**src/rtl/tile_dispatcher_pkg.sv**
```systemverilog
// Shared definitions for the tile dispatcher: engine FSM encodings,
// queue entry layout and routing constants.
package tile_dispatcher_pkg;

    // Per-engine activity state.
    typedef enum logic {
        ENG_IDLE = 1'b0,
        ENG_BUSY = 1'b1
    } eng_state_e;

    // Queue entry is {route, tile_id}; route occupies the MSB.
    localparam int   ROUTE_W   = 1;
    localparam logic ROUTE_CNN = 1'b1;
    localparam logic ROUTE_SNN = 1'b0;

    // Total queue entry width for a given tile-ID width.
    function automatic int entry_width(input int id_w);
        return ROUTE_W + id_w;
    endfunction

endpackage

```
**src/rtl/tile_dispatcher_fifo.sv**
```systemverilog
// dispatch_fifo: show-ahead synchronous FIFO holding dispatch decisions.
// Head entry is visible combinationally so the dispatcher can decide a pop
// in the same cycle; a push into a full queue is legal when a pop coincides.
module dispatch_fifo #(
    parameter int DEPTH = 4,
    parameter int WIDTH = 9
) (
    input  logic             clk_i,
    input  logic             rst_ni,
    input  logic             push_i,
    input  logic [WIDTH-1:0] data_i,
    input  logic             pop_i,
    output logic [WIDTH-1:0] data_o,
    output logic             full_o,
    output logic             empty_o
);

    localparam int AW = $clog2(DEPTH);

    logic [WIDTH-1:0] mem_q [DEPTH];
    logic [AW-1:0]    wr_ptr_q, wr_ptr_d;
    logic [AW-1:0]    rd_ptr_q, rd_ptr_d;
    logic [AW:0]      count_q, count_d;

    // DEPTH is a power of two, so the count MSB alone marks full.
    assign full_o  = count_q[AW];
    assign empty_o = (count_q == '0);
    assign data_o  = mem_q[rd_ptr_q];

    // Pointer and occupancy next-state.
    always_comb begin
        wr_ptr_d = wr_ptr_q;
        rd_ptr_d = rd_ptr_q;
        if (push_i) wr_ptr_d = wr_ptr_q + 1'b1;
        if (pop_i)  rd_ptr_d = rd_ptr_q + 1'b1;
        count_d = count_q + {{AW{1'b0}}, push_i} - {{AW{1'b0}}, pop_i};
    end

    // Pointer and occupancy registers; reset empties the queue.
    always_ff @(posedge clk_i or negedge rst_ni) begin
        if (!rst_ni) begin
            wr_ptr_q <= '0;
            rd_ptr_q <= '0;
            count_q  <= '0;
        end else begin
            wr_ptr_q <= wr_ptr_d;
            rd_ptr_q <= rd_ptr_d;
            count_q  <= count_d;
        end
    end

    // Storage array write port; contents need no reset.
    always_ff @(posedge clk_i) begin
        if (push_i) mem_q[wr_ptr_q] <= data_i;
    end

endmodule

```
**src/rtl/tile_dispatcher.sv**
```systemverilog
// tile_dispatcher: queues CNN/SNN routing decisions, tags them with a tile ID
// and dispatches strictly in order to two engines, one start per cycle.
// Optional macro TILE_DISPATCH_FALLBACK_EN lets an SNN-routed head entry run
// on the CNN engine when SNN is busy and CNN is idle.
module tile_dispatcher
    import tile_dispatcher_pkg::*;
#(
    parameter int FIFO_DEPTH = 4,
    parameter int ID_WIDTH   = 8
) (
    input  logic                iClk,
    input  logic                iRst,
    input  logic                iDecisionValid,
    input  logic                iRouteToCnn,
    output logic                oCnnStart,
    output logic [ID_WIDTH-1:0] oCnnTileId,
    input  logic                iCnnDone,
    output logic                oSnnStart,
    output logic [ID_WIDTH-1:0] oSnnTileId,
    input  logic                iSnnDone,
    output logic                oOverflow,
    output logic [15:0]         oCnnCount,
    output logic [15:0]         oSnnCount,
    output logic                oIdle
);

    localparam int EW = entry_width(ID_WIDTH);

    logic                fifo_full, fifo_empty;
    logic [EW-1:0]       fifo_head;
    logic                push, pop;
    logic                cnn_go, snn_go;
    logic                head_route;
    logic [ID_WIDTH-1:0] head_id;

    eng_state_e          cnn_state_q, cnn_state_d;
    eng_state_e          snn_state_q, snn_state_d;
    logic [ID_WIDTH-1:0] tile_id_q, tile_id_d;
    logic [ID_WIDTH-1:0] cnn_id_q, cnn_id_d;
    logic [ID_WIDTH-1:0] snn_id_q, snn_id_d;
    logic                cnn_start_q, cnn_start_d;
    logic                snn_start_q, snn_start_d;
    logic                overflow_q, overflow_d;
    logic [15:0]         cnn_cnt_q, cnn_cnt_d;
    logic [15:0]         snn_cnt_q, snn_cnt_d;

    assign head_route = fifo_head[EW-1];
    assign head_id    = fifo_head[ID_WIDTH-1:0];

    dispatch_fifo #(
        .DEPTH (FIFO_DEPTH),
        .WIDTH (EW)
    ) u_fifo (
        .clk_i   (iClk),
        .rst_ni  (iRst),
        .push_i  (push),
        .data_i  ({iRouteToCnn, tile_id_q}),
        .pop_i   (pop),
        .data_o  (fifo_head),
        .full_o  (fifo_full),
        .empty_o (fifo_empty)
    );

    // Head-of-line dispatch decision: only the head entry may go, to an idle engine.
    always_comb begin
        cnn_go = 1'b0;
        snn_go = 1'b0;
        if (!fifo_empty) begin
            if (head_route == ROUTE_CNN) begin
                cnn_go = (cnn_state_q == ENG_IDLE);
            end else begin
                snn_go = (snn_state_q == ENG_IDLE);
`ifdef TILE_DISPATCH_FALLBACK_EN
                if (snn_state_q == ENG_BUSY && cnn_state_q == ENG_IDLE) cnn_go = 1'b1;
`endif
            end
        end
    end

    // A full queue still accepts when the head leaves in the same cycle.
    assign pop  = cnn_go | snn_go;
    assign push = iDecisionValid & (~fifo_full | pop);

    // Next-state for engine FSMs, tile tagging, start pulses and counters.
    always_comb begin
        cnn_state_d = cnn_state_q;
        snn_state_d = snn_state_q;
        tile_id_d   = tile_id_q;
        cnn_id_d    = cnn_id_q;
        snn_id_d    = snn_id_q;
        cnn_cnt_d   = cnn_cnt_q;
        snn_cnt_d   = snn_cnt_q;
        cnn_start_d = cnn_go;
        snn_start_d = snn_go;
        overflow_d  = iDecisionValid & ~push;

        if (push) tile_id_d = tile_id_q + 1'b1;

        // Engine goes busy together with its registered start; Done while idle is ignored.
        case (cnn_state_q)
            ENG_IDLE: if (cnn_go)   cnn_state_d = ENG_BUSY;
            ENG_BUSY: if (iCnnDone) cnn_state_d = ENG_IDLE;
        endcase
        case (snn_state_q)
            ENG_IDLE: if (snn_go)   snn_state_d = ENG_BUSY;
            ENG_BUSY: if (iSnnDone) snn_state_d = ENG_IDLE;
        endcase

        if (cnn_go) begin
            cnn_id_d = head_id;
            if (cnn_cnt_q != 16'hFFFF) cnn_cnt_d = cnn_cnt_q + 16'd1;
        end
        if (snn_go) begin
            snn_id_d = head_id;
            if (snn_cnt_q != 16'hFFFF) snn_cnt_d = snn_cnt_q + 16'd1;
        end
    end

    // State registers; reset discards all in-flight engine state.
    always_ff @(posedge iClk or negedge iRst) begin
        if (!iRst) begin
            cnn_state_q <= ENG_IDLE;
            snn_state_q <= ENG_IDLE;
            tile_id_q   <= '0;
            cnn_id_q    <= '0;
            snn_id_q    <= '0;
            cnn_start_q <= 1'b0;
            snn_start_q <= 1'b0;
            overflow_q  <= 1'b0;
            cnn_cnt_q   <= '0;
            snn_cnt_q   <= '0;
        end else begin
            cnn_state_q <= cnn_state_d;
            snn_state_q <= snn_state_d;
            tile_id_q   <= tile_id_d;
            cnn_id_q    <= cnn_id_d;
            snn_id_q    <= snn_id_d;
            cnn_start_q <= cnn_start_d;
            snn_start_q <= snn_start_d;
            overflow_q  <= overflow_d;
            cnn_cnt_q   <= cnn_cnt_d;
            snn_cnt_q   <= snn_cnt_d;
        end
    end

    assign oCnnStart  = cnn_start_q;
    assign oSnnStart  = snn_start_q;
    assign oCnnTileId = cnn_id_q;
    assign oSnnTileId = snn_id_q;
    assign oOverflow  = overflow_q;
    assign oCnnCount  = cnn_cnt_q;
    assign oSnnCount  = snn_cnt_q;
    assign oIdle      = fifo_empty & (cnn_state_q == ENG_IDLE) & (snn_state_q == ENG_IDLE);

endmodule

```
**config.mk**
```make
export PLATFORM = sky130hd
export DESIGN_NAME = tile_dispatcher
export DESIGN_NICKNAME = d
export VERILOG_FILES = /design/src/rtl/tile_dispatcher_pkg.sv /design/src/rtl/tile_dispatcher_fifo.sv /design/src/rtl/tile_dispatcher.sv
export SDC_FILE = /design/constraint.sdc
export NUM_CORES = 1
export LEC_CHECK = 0
export CAP_MARGIN = 20
export CORE_MARGIN = 2
export CORE_UTILIZATION = 28
export CTS_CLUSTER_DIAMETER = 50
export CTS_CLUSTER_SIZE = 20
export DETAILED_ROUTE_END_ITERATION = 8
export SLEW_MARGIN = 30
export SYNTH_ARGS = -nofsm -noshare
export SYNTH_HDL_FRONTEND = slang
export SYNTH_SLANG_ARGS = --single-unit
```
**constraint.sdc**
```tcl
create_clock -name iClk -period 4.1 [get_ports iClk]
set_input_delay 0.615 -clock iClk [delete_from_list [all_inputs] [get_ports iClk]]
set_output_delay 0.615 -clock iClk [all_outputs]
set_load 0.02 [all_outputs]
```
; ---- Yosys cells after proc, flatten, opt, wreduce, memory -nomap -nowiden
; Memory sizes are Yosys's and may differ from the RTL's.
; Index checks and enable logic that the tools add are counted.
[totals]
reg_bits = 68
ram_bits = 36
inputBits = 6
output_inout_bits = 52
word_cells = 48
memories = 1
[memory_table]
columns = memory, words, width, read_ports, rd_clocked_by_memory_dff, wr, line_no
row1 = u_fifo.mem_q, 4, 9, 1, 0, 1, tile_dispatcher_fifo.sv:20  ; logic [WIDTH-1:0] mem_q [DEPTH];
[classes]
n_addsub = 7
n_eq_ne = 2
n_mux = 12
bitwise = 10
n_reduce_logical = 3
[op_table]
columns = cell, count
row1 = "adder 16 x 1 -> 16 bit, second input constant", 2
row2 = "!= test 16 bit, second input constant", 2
row3 = 2-to-1 mux 1 bit, 10
row4 = "adder 8 x 1 -> 8 bit, second input constant", 1
row5 = "adder 2 x 1 -> 2 bit, second input constant", 2
row6 = AND 1 bit, 4
row7 = NOT 1 bit, 4
row8 = case mux 1 bit (2 select lines), 2
row9 = AND reduction 2 bit, 2
row10 = adder 3 x 1 -> 3 bit, 1
row11 = logical NOT 3 bit, 1
row12 = subtractor 3 x 1 -> 3 bit, 1
row13 = OR 1 bit, 2

; ---- Longest topological paths before layout
[depth]
depth_word = 8
ltp_mapped = 13
ltp_nobuf = 11

; ---- Cells and area by module
; From an unflattened synthesis, not the netlist that was laid out.
[hier_totals]
hier_cells = 337
area_unflattened_um2 = 4361.7
[modules_own_cells]
columns = mod, n_inst, cells_per_inst, area_per_inst_um2, seq_area_each_um2
row1 = tile_dispatcher, 1, 257, 2678.8, 1526.5
row2 = dispatch_fifo, 1, 80, 1682.9, 1256.2

; ---- Worst setup path before layout
; Ideal clock, no wire load.
[synth_timing]
path_kind = reg2reg
startpoint = reg u_fifo.rd_ptr_q[0]
endpoint = reg u_fifo.count_q[2]
setup_time_ps = 123
arrival_time_ps = 2491
path_slack_ps = 1486
path_stages_with_launch = 13
period_less_slack_ps = 2614
path_cell_list = dfrtp_1 mux4_2 or3_1 buf_2 inv_1 nor2_1 inv_1 ha_1 inv_1 ha_1 fa_1 xnor2_1 xnor2_1
[synth_via]
elab_chain_cells = 8
[synth_rtl]
columns = item, line_no
row1 = "start, declared", tile_dispatcher_fifo.sv:22  ; logic [AW-1:0] rd_ptr_q, rd_ptr_d;
row2 = "start signal, assigned", tile_dispatcher_fifo.sv:47  ; rd_ptr_q <= rd_ptr_d;
row3 = memory read (4 x 9 bit) *, -
row4 = 2-to-1 mux 1 bit, tile_dispatcher.sv:69  ; if (head_route == ROUTE_CNN) begin
row5 = 2-to-1 mux 1 bit, tile_dispatcher.sv:68  ; if (!fifo_empty) begin
row6 = OR 1 bit *, tile_dispatcher.sv:81  ; assign pop = cnn_go | snn_go;
row7 = OR 1 bit, tile_dispatcher.sv:82  ; assign push = iDecisionValid & (~fifo_full | pop);
row8 = AND 1 bit, tile_dispatcher.sv:82
row9 = adder 3 x 1 -> 3 bit, tile_dispatcher_fifo.sv:36  ; count_d = count_q + {{AW{1'b0}}, push_i} - {{AW{1'b0}}, pop_i};
row10 = subtractor 3 x 1 -> 3 bit *, tile_dispatcher_fifo.sv:36
row11 = named net u_fifo.count_d[2], tile_dispatcher_fifo.sv:23  ; logic [AW:0] count_q, count_d;
row12 = "end signal, assigned", tile_dispatcher_fifo.sv:48  ; count_q <= count_d;
row13 = "end, declared", tile_dispatcher_fifo.sv:23
; The timed path passes the listed nets; every way through them passes the cells marked *.
; A chain may end at the register's enable or synchronous reset.

; ---- Final worst setup path
[layout_timing]
startpoint = reg u_fifo.rd_ptr_q[1]
endpoint = reg u_fifo.count_q[2]
; The elaborated chain is that of the path after synthesis.

==> results.toml <==
[grt]
grt_start_max_net_pins = 42
grt_util_all_layers = 0.116
grt.overflow.total = 0
grt_pass1_vias = 2833
grt_pass1_wl_um = 14800
antenna_found_initial = 0

[finish]
num_antenna_cells = 0
final_common_cell = "nand2_1"
area_growth_pct = 25.4
finalNonFillerCells = 622
final_nets = 422
drive_gt1_frac = 0.0925
fillers = 1459
layout_common_cells = "nand2_1, dfrtp_1, clkdlybuf4s50_1, edfxtp_1, xor2_1"

[cts]
cts_hold_buf = 0
cts_root_buf = "clkbuf_16"
htree_num_levels = 3
cts.clk_slew.worst_paths_ns = 0.07
cts_made_buffers = 9
cts_resized = 0
cts.sink_count = 104
tritoncts = "done"
cts_buffer_depth = 2
clock_latency_ns = 0.34
post-cts-setup-buffers = 0

[placement]
place_congestion = 0.746
place_hpwl_um = 6110
dp_cells = 606
port_buffers = 57

[timing]
final_max_slew_viol_count = 0
post-route-period-util = 0.738
hold_viol = 0
rsz0062_at_grt = "no"
setup_tns_ns = 0
worst_slew_pin_slew_ns = 0.923
fin_crit_ns = 3.03
fmax_mhz = 330
setup_viol = 0
fin_worst_skew_ns = 0.00941
maxSlewHeadroom = 0.380

[outcome]
run_status = "finished clean"

[yosys]
syn-cell-area_um2 = 4400
synth_cell_types = 37
yosys_register_bits = 104
avgSynthCellArea_um2 = 12.8
syn_inst = 344
synth_top_area_frac = 0.387
synth_warnings = 0
synthTopCellsByArea = "dfrtp_1, edfxtp_1, nand2_1"
synth_fp_nets = 360
ys_seq_area_frac = 0.632
synth_top_cell_by_area = "dfrtp_1"

[detailed_routing]
firstDrtPassIters = 4
vias = 2755
avgViaCountPerCell = 4.43
wirelength_um = 8890
ant_nets = 0
drt_iter0_markers = 129
remaining_drc_errors = 0
wl_per_cell_um = 14.3

[floorplanning]
core.rowCount = 45
dieArea_um2 = 16700
design.core.area_um2 = 15300
die_h_um = 129
start_util = 0.288
ios = 58
die_w_um = 129

[pwr]
p_clk_frac = 0.211
vdd_drop_max_mv = 0.295
swShare = 0.365
pwr_density_cell_nw_per_um2 = 733
comb_power_share = 0.365
total_power_w = 0.00404
seq_power_share = 0.423
p_leak_nw = 2.32
p_switching_w = 0.00147
intPower_w = 0.00257

[worst_setup_path]
r2r_slack_ns = 1.07
crit_arrival_ns = 3.30
start_kind = "register"
setup.worst_path.class = "reg2reg"
crit_path_end_kind = "register"
required_ns = 4.37
crit_fanout = 13
r2r_cells = 11

[run]
drv_cap = 0

[worst_hold_path]
hp-class = "in2async"
-- final cells by class --
cell class                 instances  area, um^2  share of cell area
tap                              211         264              0.0478
clock inverter                     7        70.1              0.0127
sequential                       104        2780               0.504
timing repair buffer              62         606               0.110
inverter                          15        56.3              0.0102
clock buffer                       9         225              0.0408
multi-input combinational        214        1520               0.275
-- registers in the layout, indices dropped and copies added (netlist names) --
signal / count
oSnnCount: 16
oSnnStart: 1
u_fifo.count_q: 3
oCnnTileId: 8
u_fifo.mem_q: 36
u_fifo.wr_ptr_q: 2
cnn_state_q: 1
oCnnCount: 16
oCnnStart: 1
tile_id_q: 8
snn_state_q: 1
u_fifo.rd_ptr_q: 2
oSnnTileId: 8
oOverflow: 1
-- worst paths after layout --
| path | from | end |
|---|---|---|
| worst max-delay path | u_fifo.rd_ptr_q[1] | u_fifo.count_q[2] |
| worst min-delay path | iRst | oCnnCount[6] |
| worst max register to register | u_fifo.rd_ptr_q[1] | u_fifo.count_q[2] |
| worst min register to register | oCnnTileId[3] | oCnnTileId[3] |
| max in group asynchronous | iRst | tile_id_q[7] |
| min in group iClk | oCnnTileId[3] | oCnnTileId[3] |
-- metrics by stage --
step	instance area, um^2	hold slack, ns	util	setup slack (ns)
after floorplan	4400	0.319	-	1.49
after global placement	5220	0.465	0.342	1.17
after detailed placement	5220	0.462	0.342	1.08
after CTS	5510	0.446	0.361	1.02
after global routing	5520	0.293	0.362	0.783
final	5520	0.246	0.362	1.07
-- critical path, stage by stage, from the launching register on --
cell     delay [ns]
dfrtp_1        0.60
mux4_2         0.42
nand3_1        0.14
inv_1          0.23
nor2_1         0.31
inv_1          0.07
ha_1           0.27
inv_1          0.04
ha_1           0.18
fa_1           0.38
xnor2_1        0.19
xnor2_1        0.13
-- power by group through the flow --
stage,Sequential (W),Clock (W),Combinational (W)
after floorplan,0.00182,0,0.000811
after global placement,0.00172,0,0.00146
after detailed placement,0.00173,0,0.00149
after CTS,0.00171,0.000878,0.00151
after global routing,0.00176,0.000927,0.00166
final,0.00171,0.000855,0.00148
-- metal layers --
metal | share of wire | GRT usage | routed length (um) | up-vias
met1 | 0.46 | 0.146 | 4080 | 1362
li1 | - | - | - | 1332
met3 | 0.041 | 0.0256 | 365 | 6
met5 | 0 | 0 | 0 | -
met4 | 0.0064 | 0.0505 | 57 | 0
met2 | 0.49 | 0.191 | 4390 | 55
-- synth_stat cells, drive strengths merged --
cell and n:
a211oi 4, nor4 10, or3 2, nor3 14, nand3 7, and3 3
nand4b 1, nor2 6, dfrtp 68, xnor2 10, buf 5, and4 2
nor4bb 1, or2 1, and2 5, inv 15, nor2b 1, a21oi 2
ha 9, edfxtp 36, nand4 10, o21ai 3, a2111oi 2, nor4b 4
xor2 29, nand2 70, fa 1, mux4 9, mux2i 2, o32a 1
clkbuf 6, mux2 5
-- cell families (layout without fill, tap and decap cells) --
family                   count (synthesis)  count (layout)  synth area share
multiplexers                            16              16            0.0634
AND/OR/NAND/NOR                        137             137             0.153
AO/OA/AOI/OAI                           12              12            0.0188
XOR/XNOR                                39              39            0.0776
flip-flops                             104             104             0.632
buffers and inverters                   26              93            0.0247
adder cells (fa/ha/maj)                 10              10            0.0301
Note: power is estimated with default switching activity, not from simulation.
